===== config.mk =====
export PLATFORM = sky130hd
export DESIGN_NAME = uart_cpld_phy
export DESIGN_NICKNAME = d
export VERILOG_FILES = /design/src/rtl/uart_cpld_pkg.sv /design/src/rtl/uart_cpld_rx.sv /design/src/rtl/uart_cpld_phy.sv
export SDC_FILE = /design/constraint.sdc
export NUM_CORES = 1
export LEC_CHECK = 0
export BUFFER_PORTS_ARGS = -buffer_cell sky130_fd_sc_hd__buf_2
export CAP_MARGIN = 20
export CORE_MARGIN = 2
export CORE_UTILIZATION = 35
export CTS_CLUSTER_DIAMETER = 80
export CTS_CLUSTER_SIZE = 14
export DETAILED_ROUTE_END_ITERATION = 7
export PLACE_DENSITY = 0.59
export SLEW_MARGIN = 30
export SYNTH_ARGS = -nofsm -noshare
export SYNTH_HDL_FRONTEND = slang
export SYNTH_SLANG_ARGS = --single-unit

===== constraint.sdc =====
create_clock -name clk_bus -period 2.1 [get_ports clk_bus]
set_input_delay 0 -clock clk_bus [delete_from_list [all_inputs] [get_ports clk_bus]]
set_output_delay 0 -clock clk_bus [all_outputs]
set_load 0.1 [all_outputs]

===== src/rtl/uart_cpld_pkg.sv =====
`default_nettype none
// ============================================================================
// Module   : uart_cpld_pkg
// Brief    : Shared FSM state encoding and bit-timing constants for the
//            CPLD-side UART responder.
// Revision : 1.0  initial release
// ============================================================================
package uart_cpld_pkg;

    typedef enum logic [1:0] {
        ST_IDLE  = 2'd0,
        ST_START = 2'd1,
        ST_DATA  = 2'd2,
        ST_STOP  = 2'd3
    } uart_state_t;

    localparam int unsigned c_TICKS_PER_BIT = 16;
    localparam int unsigned c_MID_TICK      = 8;

    // Terminal values of the 4-bit per-bit tick counters.
    localparam logic [3:0] c_BIT_LAST = 4'(c_TICKS_PER_BIT - 1);
    localparam logic [3:0] c_MID_LAST = 4'(c_MID_TICK - 1);

endpackage
`default_nettype wire


===== src/rtl/uart_cpld_rx.sv =====
`default_nettype none
// ============================================================================
// Module   : uart_cpld_rx
// Brief    : 8N1 receiver driven by the shared 16x tick; start-bit glitch
//            rejection at mid-bit, framing-error discard at the stop bit.
// Revision : 1.0  initial release
// ============================================================================
module uart_cpld_rx
    import uart_cpld_pkg::*;
(
    input  logic       clk_bus,
    input  logic       rst,
    input  logic       tick,
    input  logic       rxd_s,
    output logic [7:0] rx_byte,
    output logic       rx_valid
);

    uart_state_t r_state;
    uart_state_t w_state_nxt;
    logic [3:0]  r_tick_cnt;
    logic [2:0]  r_bit_cnt;
    logic [7:0]  r_shift;
    logic        r_valid;
    logic        w_sample;

    // The start bit is checked half a bit in; every later sample is a full bit on.
    assign w_sample = tick &&
                      (r_tick_cnt == ((r_state == ST_START) ? c_MID_LAST : c_BIT_LAST));

    always_comb begin
        w_state_nxt = r_state;
        case (r_state)
            ST_IDLE:  if (!rxd_s) w_state_nxt = ST_START;
            ST_START: if (w_sample) w_state_nxt = rxd_s ? ST_IDLE : ST_DATA;
            ST_DATA:  if (w_sample && (r_bit_cnt == 3'd7)) w_state_nxt = ST_STOP;
            ST_STOP:  if (w_sample) w_state_nxt = ST_IDLE;
            default:  w_state_nxt = ST_IDLE;
        endcase
    end

    always_ff @(posedge clk_bus) begin
        if (rst) begin
            r_state    <= ST_IDLE;
            r_tick_cnt <= 4'd0;
            r_bit_cnt  <= 3'd0;
            r_shift    <= 8'h00;
            r_valid    <= 1'b0;
        end else begin
            r_state <= w_state_nxt;
            r_valid <= 1'b0;
            if (r_state == ST_IDLE) begin
                r_tick_cnt <= 4'd0;
                r_bit_cnt  <= 3'd0;
            end else if (w_sample) begin
                r_tick_cnt <= 4'd0;
            end else if (tick) begin
                r_tick_cnt <= r_tick_cnt + 4'd1;
            end
            if ((r_state == ST_DATA) && w_sample) begin
                r_shift   <= {rxd_s, r_shift[7:1]};
                r_bit_cnt <= r_bit_cnt + 3'd1;
            end
            if ((r_state == ST_STOP) && w_sample && rxd_s) begin
                r_valid <= 1'b1;
            end
        end
    end

    assign rx_byte  = r_shift;
    assign rx_valid = r_valid;

endmodule
`default_nettype wire


===== src/rtl/uart_cpld_phy.sv =====
`default_nettype none
// ============================================================================
// Module   : uart_cpld_phy
// Brief    : CPLD responder for the bridge strobe bus: THR + 8N1 transmitter,
//            RBR fed by uart_cpld_rx, strobe synchronisers and status flags.
// Revision : 1.0  initial release
// ============================================================================
module uart_cpld_phy
    import uart_cpld_pkg::*;
#(
    parameter int CLK_HZ = 50_000_000,
    parameter int BAUD   = 115200
) (
    input  logic       clk_bus,
    input  logic       rst,
    input  logic       wrn,
    input  logic       rdn,
    input  logic [7:0] data_i,
    output logic [7:0] data_o,
    output logic       data_oe,
    output logic       tready,
    output logic       tsre,
    output logic       data_ready,
    input  logic       rxd,
    output logic       txd
);

    localparam int DIV = CLK_HZ / (BAUD * 16);
    localparam int TW  = (DIV > 1) ? $clog2(DIV) : 1;
    localparam logic [TW-1:0] c_DIV_LAST = TW'(DIV - 1);

    logic [2:0]    r_wrn_sync, r_rdn_sync;
    logic [1:0]    r_rxd_sync;
    logic [7:0]    r_data_d1, r_data_d2, r_stage;
    logic          w_wr_commit, w_rd_done;
    logic [TW-1:0] r_tick_cnt;
    logic          w_tick;

    uart_state_t r_tx_state, w_tx_nxt;
    logic        r_txd, w_txd_nxt;
    logic [7:0]  r_thr, r_tx_shift;
    logic        r_tready, r_tsre;
    logic [3:0]  r_tx_cnt;
    logic [2:0]  r_tx_bit;
    logic        w_tx_bit_end, w_tx_load, w_wr_accept;

    logic [7:0]  r_rbr, w_rx_byte;
    logic        r_data_ready, w_rx_valid;

    assign w_wr_commit = r_wrn_sync[1] & ~r_wrn_sync[2];
    assign w_rd_done   = r_rdn_sync[1] & ~r_rdn_sync[2];
    assign w_tick      = (r_tick_cnt == c_DIV_LAST);

    // data_i is delayed to match the wrn synchroniser, so the staged byte is
    // the one present while the raw strobe was still low.
    always_ff @(posedge clk_bus) begin
        if (rst) begin
            r_wrn_sync <= 3'b111;
            r_rdn_sync <= 3'b111;
            r_rxd_sync <= 2'b11;
            r_data_d1  <= 8'h00;
            r_data_d2  <= 8'h00;
            r_stage    <= 8'h00;
            r_tick_cnt <= '0;
        end else begin
            r_wrn_sync <= {r_wrn_sync[1:0], wrn};
            r_rdn_sync <= {r_rdn_sync[1:0], rdn};
            r_rxd_sync <= {r_rxd_sync[0], rxd};
            r_data_d1  <= data_i;
            r_data_d2  <= r_data_d1;
            if (!r_wrn_sync[1]) r_stage <= r_data_d2;
            r_tick_cnt <= w_tick ? '0 : r_tick_cnt + TW'(1);
        end
    end

    assign w_tx_bit_end = w_tick && (r_tx_cnt == c_BIT_LAST);
    // A load empties THR in the same cycle, so a coincident write is kept.
    assign w_wr_accept  = w_wr_commit && (r_tready || w_tx_load);

    always_comb begin
        w_tx_nxt  = r_tx_state;
        w_txd_nxt = r_txd;
        w_tx_load = 1'b0;
        case (r_tx_state)
            ST_IDLE: if (!r_tready) begin
                w_tx_nxt  = ST_START;
                w_txd_nxt = 1'b0;
                w_tx_load = 1'b1;
            end
            ST_START: if (w_tx_bit_end) begin
                w_tx_nxt  = ST_DATA;
                w_txd_nxt = r_tx_shift[0];
            end
            ST_DATA: if (w_tx_bit_end) begin
                if (r_tx_bit == 3'd7) begin
                    w_tx_nxt  = ST_STOP;
                    w_txd_nxt = 1'b1;
                end else begin
                    w_txd_nxt = r_tx_shift[1];
                end
            end
            ST_STOP: if (w_tx_bit_end) begin
                if (!r_tready) begin
                    w_tx_nxt  = ST_START;
                    w_txd_nxt = 1'b0;
                    w_tx_load = 1'b1;
                end else begin
                    w_tx_nxt  = ST_IDLE;
                    w_txd_nxt = 1'b1;
                end
            end
            default: w_tx_nxt = ST_IDLE;
        endcase
    end

    always_ff @(posedge clk_bus) begin
        if (rst) begin
            r_tx_state   <= ST_IDLE;
            r_txd        <= 1'b1;
            r_thr        <= 8'h00;
            r_tready     <= 1'b1;
            r_tsre       <= 1'b1;
            r_tx_shift   <= 8'h00;
            r_tx_cnt     <= 4'd0;
            r_tx_bit     <= 3'd0;
            r_rbr        <= 8'h00;
            r_data_ready <= 1'b0;
        end else begin
            r_tx_state <= w_tx_nxt;
            r_txd      <= w_txd_nxt;
            if (w_wr_accept) r_thr <= r_stage;
            if (w_wr_accept)    r_tready <= 1'b0;
            else if (w_tx_load) r_tready <= 1'b1;
            if (w_tx_load) r_tsre <= 1'b0;
            else if ((r_tx_state == ST_STOP) && w_tx_bit_end) r_tsre <= 1'b1;
            if (w_tx_load) r_tx_shift <= r_thr;
            else if ((r_tx_state == ST_DATA) && w_tx_bit_end) r_tx_shift <= {1'b0, r_tx_shift[7:1]};
            if (w_tx_load || w_tx_bit_end) r_tx_cnt <= 4'd0;
            else if (w_tick && (r_tx_state != ST_IDLE)) r_tx_cnt <= r_tx_cnt + 4'd1;
            if ((r_tx_state == ST_START) && w_tx_bit_end) r_tx_bit <= 3'd0;
            else if ((r_tx_state == ST_DATA) && w_tx_bit_end) r_tx_bit <= r_tx_bit + 3'd1;
            // A completing frame beats a coincident read; overrun simply overwrites.
            if (w_rx_valid) begin
                r_rbr        <= w_rx_byte;
                r_data_ready <= 1'b1;
            end else if (w_rd_done) begin
                r_data_ready <= 1'b0;
            end
        end
    end

    uart_cpld_rx u_rx (
        .clk_bus  (clk_bus),
        .rst      (rst),
        .tick     (w_tick),
        .rxd_s    (r_rxd_sync[1]),
        .rx_byte  (w_rx_byte),
        .rx_valid (w_rx_valid)
    );

    assign data_o     = r_rbr;
    assign data_oe    = ~rdn;
    assign tready     = r_tready;
    assign tsre       = r_tsre;
    assign data_ready = r_data_ready;
    assign txd        = r_txd;

endmodule
`default_nettype wire

# --- Word-level counts from Yosys, hierarchy flattened ---
# Index checks and enable logic that the tools add are counted.
word_totals:
  register_bits: 92
  latch_bits: 0
  ram_bits: 0
  mem_bits_ro: 0
  input_bits: 13
  output_inout_bits: 13
  word_cells: 115
  n_memories: 0
classes:
  addsub: 5
  mul: 0
  div_mod_pow: 0
  magnitude_cmp: 0
  n_eq_ne: 20
  shift: 0
  muxes: 35
  bitwise_logic: 5
  reduce_logical: 28
ops:
  columns: ["op", "count"]
  rows:
  - ["2-bit two-way mux", 10]
  - ["1-bit two-way mux", 16]
  - ["8-bit two-way mux", 2]
  - ["2-bit one-hot mux with 4 select lines", 2]
  - ["2-bit != test (second input constant)", 6]
  - ["2-bit nonzero test", 6]
  - ["1-bit logical AND", 11]
  - ["4-bit by 1-bit adder with 4-bit output (second input constant)", 2]
  - ["2-bit == test (second input constant)", 4]
  - ["4-bit AND reduction", 2]
  - ["3-bit by 1-bit adder with 3-bit output (second input constant)", 2]
  - ["3-bit == test (second input constant)", 2]
  - ["3-bit two-way mux", 2]
  - ["2-bit by 1-bit != test with 1-bit output (second input constant)", 3]
  - ["2-bit OR reduction", 3]
  - ["5-bit by 1-bit adder with 5-bit output (second input constant)", 1]
  - ["5-bit == test (second input constant)", 1]
  - ["5-bit AND reduction", 1]
  - ["2-bit by 1-bit == test with 1-bit output (second input constant)", 2]
  - ["4-bit == test", 1]
  - ["4-bit == test (second input constant)", 1]
  - ["2-bit logical NOT", 2]
  - ["4-bit two-way mux", 1]
  - ["1-bit one-hot mux with 4 select lines", 1]
  - ["5 further kinds", 9]

# --- Depth between registers and ports, before layout ---
depth:
  ltp_word: 7
  depth_mapped: 7
  depth_no_buf: 6

# --- Modules after synthesis ---
# A second synthesis with hierarchy kept.
unflattened:
  cells_unflattened: 372
  area_unflattened_um2: 3778.6
by_module_without_submodules:
  columns: ["module", "instances", "cells_per_inst", "area_each_um2", "seq_area_each_um2"]
  rows:
  - ["uart_cpld_phy", 1, 283, 2921.6, 1481.4]
  - ["uart_cpld_rx", 1, 89, 857.1, 360.3]

# --- Worst setup path after synthesis ---
# Ideal clock, no wire load.
synth_timing:
  path_type: "reg2reg"
  from: "reg r_tready, in the netlist tready"
  to: "reg r_tx_state[0]"
  setup_time_ps: 86
  arrival_time_ps: 1815
  setup_slack_ps: 199
  stages_incl_launch_ff: 5
  period_less_slack_ps: 1901
  cell_sequence: "dfxtp_1 clkbuf_1 nand2_1 and3_1 a211oi_1"
synth_via:
  elab_chain_len: 3
  elab_cells_between_ends: 5
  classes_between: "eq/ne (1); mux (3); reduce/logical (1)"
synth_lines:
  columns: ["item", "line_no", "rtl"]
  rows:
  - ["from (decl)", "uart_cpld_phy.sv:42", "logic r_tready, r_tsre;"]
  - ["from (signal assigned)", "uart_cpld_phy.sv:121", "r_tready <= 1'b1;"]
  - ["from (signal assigned)", "uart_cpld_phy.sv:132", "if (w_wr_accept) r_tready <= 1'b0;"]
  - ["from (signal assigned)", "uart_cpld_phy.sv:133", "else if (w_tx_load) r_tready <= 1'b1;"]
  - ["1-bit two-way mux", "uart_cpld_phy.sv:103", "if (!r_tready) begin"]
  - ["2-bit two-way mux", "uart_cpld_phy.sv:102", "ST_STOP: if (w_tx_bit_end) begin"]
  - ["2-bit one-hot mux with 4 select lines", "uart_cpld_phy.sv:84", "case (r_tx_state)"]
  - ["to (signal assigned)", "uart_cpld_phy.sv:129", "r_tx_state <= w_tx_nxt;"]
  - ["to (decl)", "uart_cpld_phy.sv:39", "uart_state_t r_tx_state, w_tx_nxt;"]
# Several ways; a longest one is shown, not always the timed one. The select of a mux whose other input is x is not followed.
# A chain may end at the register's enable or synchronous reset.

# --- Worst setup path in the final report ---
layout_timing:
  from: "reg r_tx_state[0]"
  to: "reg r_txd, in the netlist txd"
layout_via:
  elab_chain_len: 3
  elab_cells_between_ends: 10
  classes_between: "eq/ne (7); mux (1); reduce/logical (2)"
layout_lines:
  columns: ["item", "line_no", "rtl"]
  rows:
  - ["2-bit by 1-bit == test with 1-bit output (tied with other cells)", "uart_cpld_phy.sv:84", null]
  - ["2-bit != test (no line)", null, null]
  - ["4-bit AND reduction (no line)", null, null]
  - ["to (signal assigned)", "uart_cpld_phy.sv:130", "r_txd <= w_txd_nxt;"]
  - ["to (decl)", "uart_cpld_phy.sv:40", "logic r_txd, w_txd_nxt;"]
# Several ways; a longest one is shown, not always the timed one.

==> impl_metrics.yaml <==
detailed_routing:
  wl_met2_mm: 2.78
  drt-initial-drc-count: 112
  wl_met1_mm: 3.00
  dr_wl_met3_um: 163
  vias: 2528
  firstDrtPassIters: 4
  avgViaCountPerCell: 4.68
  routed.top_layer: "met4"
  wirelength_mm: 6.06
  ant_nets: 0
  routedWlPerCell_um: 11.2
  drc: 0
layout:
  diodes: 0
  final_cell_mix: "dfxtp_1, nor2_1, mux2i_1"
  final_common_cell: "dfxtp_1"
  fillers: 972
  area_growth_pct: 18.1
  fin_cells: 540
  fin_area_sq_um: 4320
  drive_gt1_frac: 0.153
  nets: 425
power_and_ir_drop:
  combPwrFrac: 0.075
  irDropWorstVdd_mv: 0.475
  power.switching_uw: 827
  p_seq_frac: 0.480
  p_int_uw: 2940
  power.density_nw_per_um2: 871
  switching_share: 0.220
  power_frac_clock: 0.444
  cellLeakagePower_uw: 0.00166
yosys:
  ys_ff_latch: 92
  synth_warnings: 0
  synth.net_count: 390
  synthDistinctLibCells: 45
  async_flop_share: 0
  syn_area_sq_um: 3660
  synthCells: 364
  synth_edf_count: 0
  synth_ff_type: "dfxtp_1"
  synth.avg_cell_area_sq_um: 10.1
  ys_seq_area_frac: 0.503
sta:
  max-slew-margin-rel: 0.660
  min_period_ns: 1.93
  setup_ws_ns: 0.171
  hold_viol_final: 0
  rsz0062_at_grt: "no"
  skew_ns: 0.00966
  finalMaxSlewViolations: 0
  finalSetupViolCount: 0
  finalCritPeriodShare: 0.919
  setup_tns_ns: 0
  worst_slew_pin_slew_ns: 0.508
  fmax_mhz: 518
worst_setup_path:
  path_max_fanout: 7
  crit_chain: "inv_1, ha_1, o32ai_1, a21boi_0, a311o_1"
  cp.required_ns: 2.35
  rr_worst_depth: 5
  cp-end-kind: "flip-flop"
  crit_path_max_incr_delay_ns: 0.51
  critPathSlowestCell: "o32ai_1"
  crit_type: "reg -> reg"
  critPathBufInv: 1
  critPathArrivalTime_ns: 2.18
  critical-path-top-delay-family: "compound AO/OA/AOI/OAI gates"
  cp-start-kind: "flip-flop"
  path_depth: 5
floorplanning:
  num_rows: 37
  start_util: 0.358
  dieArea_sq_um: 11300
  dieWidth_um: 106
  die_h_um: 106
  pin_count: 26
  core_area_sq_um: 10200
place:
  io_buffers: 25
  hpwl_mm: 4.01
  gp_congestion: 0.801
  place_ws_ns: 0.205
  place_inst: 513
  place_area_sq_um: 3920
grt:
  grt_pass1_wl_mm: 10.7
  antenna_found_initial: 0
  track_usage: 0.116
  grt_overflow: 0
  grt_max_degree: 33
  grt_pass1_vias: 2425
clock_network:
  clk_latency_ns: 0.35
  cts_buffers: 9
  cts_num_sinks: 92
  htreeDepth: 3
  path_clk_slew_ns: 0.10
  clock_path_buffers: 2
  cts_resized: 0
  root_buffer: "clkbuf_8"
  cts_tree: "done"
  hold_buffers: 11
  postCtsSetupBuffers: 0
job:
  maxCapViolations: 0
min_path:
  hold_path_class: "in -> reg"
  whs_path_depth: 2
outcome:
  status: "completed"
state kept, by name, indices dropped and copies added, names as in the netlist, 5 cells and up, named ones only:
signal        count
data_o            8
r_data_d1         8
r_data_d2         8
r_stage           8
r_thr             8
r_tx_shift        8
u_rx.rx_byte      8
r_tick_cnt        5
worst reg2reg max path, stage by stage (launching register included):
cell and delay, ns:
dfxtp_1 0.40, inv_1 0.11, ha_1 0.29, o32ai_1 0.51, a21boi_0 0.17, a311o_1 0.34
worst paths after layout:
check,startpoint,to,slack (ns)
max,r_tx_state[0]$_SDFFE_PP0P_,txd$_SDFFE_PP1P_,0.17
min,rst,r_stage[4]$_SDFFE_PP0N_,0.03
max reg2reg,r_tx_state[0]$_SDFFE_PP0P_,txd$_SDFFE_PP1P_,0.17
min reg2reg,r_wrn_sync[0]$_SDFF_PP1_,r_wrn_sync[1]$_SDFF_PP1_,0.41
logic make-up (layout without fill, tap and decap cells):
family | Yosys count | after routing | synth area share
AO/OA/AOI/OAI | 42 | 42 | 0.0797
XOR/XNOR | 10 | 10 | 0.0239
adder cells (fa/ha/maj) | 13 | 13 | 0.0444
buffers and inverters | 27 | 67 | 0.0321
flip-flops | 92 | 92 | 0.503
multiplexers | 41 | 41 | 0.112
AND/OR/NAND/NOR | 139 | 139 | 0.204
final cells by class:
type                            count  area [sq um]  area share
Timing Repair Buffer               43           288      0.0666
Tap cell                          136           170      0.0394
Clock inverter                      7           168      0.0388
Multi-Input combinational cell    245          1700       0.393
Clock buffer                        9           124      0.0287
Sequential cell                    92          1840       0.426
Inverter                            8          30.0     0.00695
Yosys cell counts (2+ instances only):
library cell | number | share of area
a211oi_1 | 3 | 0.0062
a21oi_1 | 7 | 0.0096
a221oi_1 | 7 | 0.017
a22oi_1 | 2 | 0.0041
buf_4 | 2 | 0.0041
clkbuf_1 | 15 | 0.015
dfxtp_1 | 92 | 0.50
ha_1 | 13 | 0.044
inv_1 | 8 | 0.0082
mux2i_1 | 41 | 0.11
nand2_1 | 14 | 0.014
nand2b_1 | 21 | 0.036
nand3_1 | 4 | 0.0055
nand3b_1 | 3 | 0.0062
nand4_1 | 2 | 0.0034
nand4b_1 | 2 | 0.0048
nor2_1 | 46 | 0.047
nor2b_1 | 17 | 0.029
nor3_1 | 12 | 0.016
nor4_1 | 2 | 0.0034
o21ai_0 | 11 | 0.015
or2_2 | 9 | 0.015
xnor2_1 | 6 | 0.014
xor2_1 | 4 | 0.0096
power by group through the flow:
stage | clock network, uW | logic (uW) | registers (uW)
after floorplan | 0 | 177 | 1870
after global placement | 0 | 263 | 1850
after detailed placement | 0 | 269 | 1850
after CTS | 1720 | 285 | 1810
after global routing | 1810 | 313 | 1810
final | 1670 | 284 | 1810
routing by layer:
| metal | GRT usage | up-vias |
|---|---|---|
| li1 | - | 1317 |
| met4 | 0.0639 | 0 |
| met3 | 0.0233 | 8 |
| met2 | 0.191 | 25 |
| met5 | 0 | - |
| met1 | 0.143 | 1178 |
through the flow:
stage          utilization  hold WS (ns)  power, uW
2_1_floorplan            -         0.104       2050
3_3_place_gp         0.383         0.182       2110
3_5_place_dp         0.383         0.184       2120
4_1_cts              0.422        0.0182       3820
5_1_grt              0.422        0.0343       3930
6_report             0.422        0.0288       3760
(Power assumes the default switching activity.)
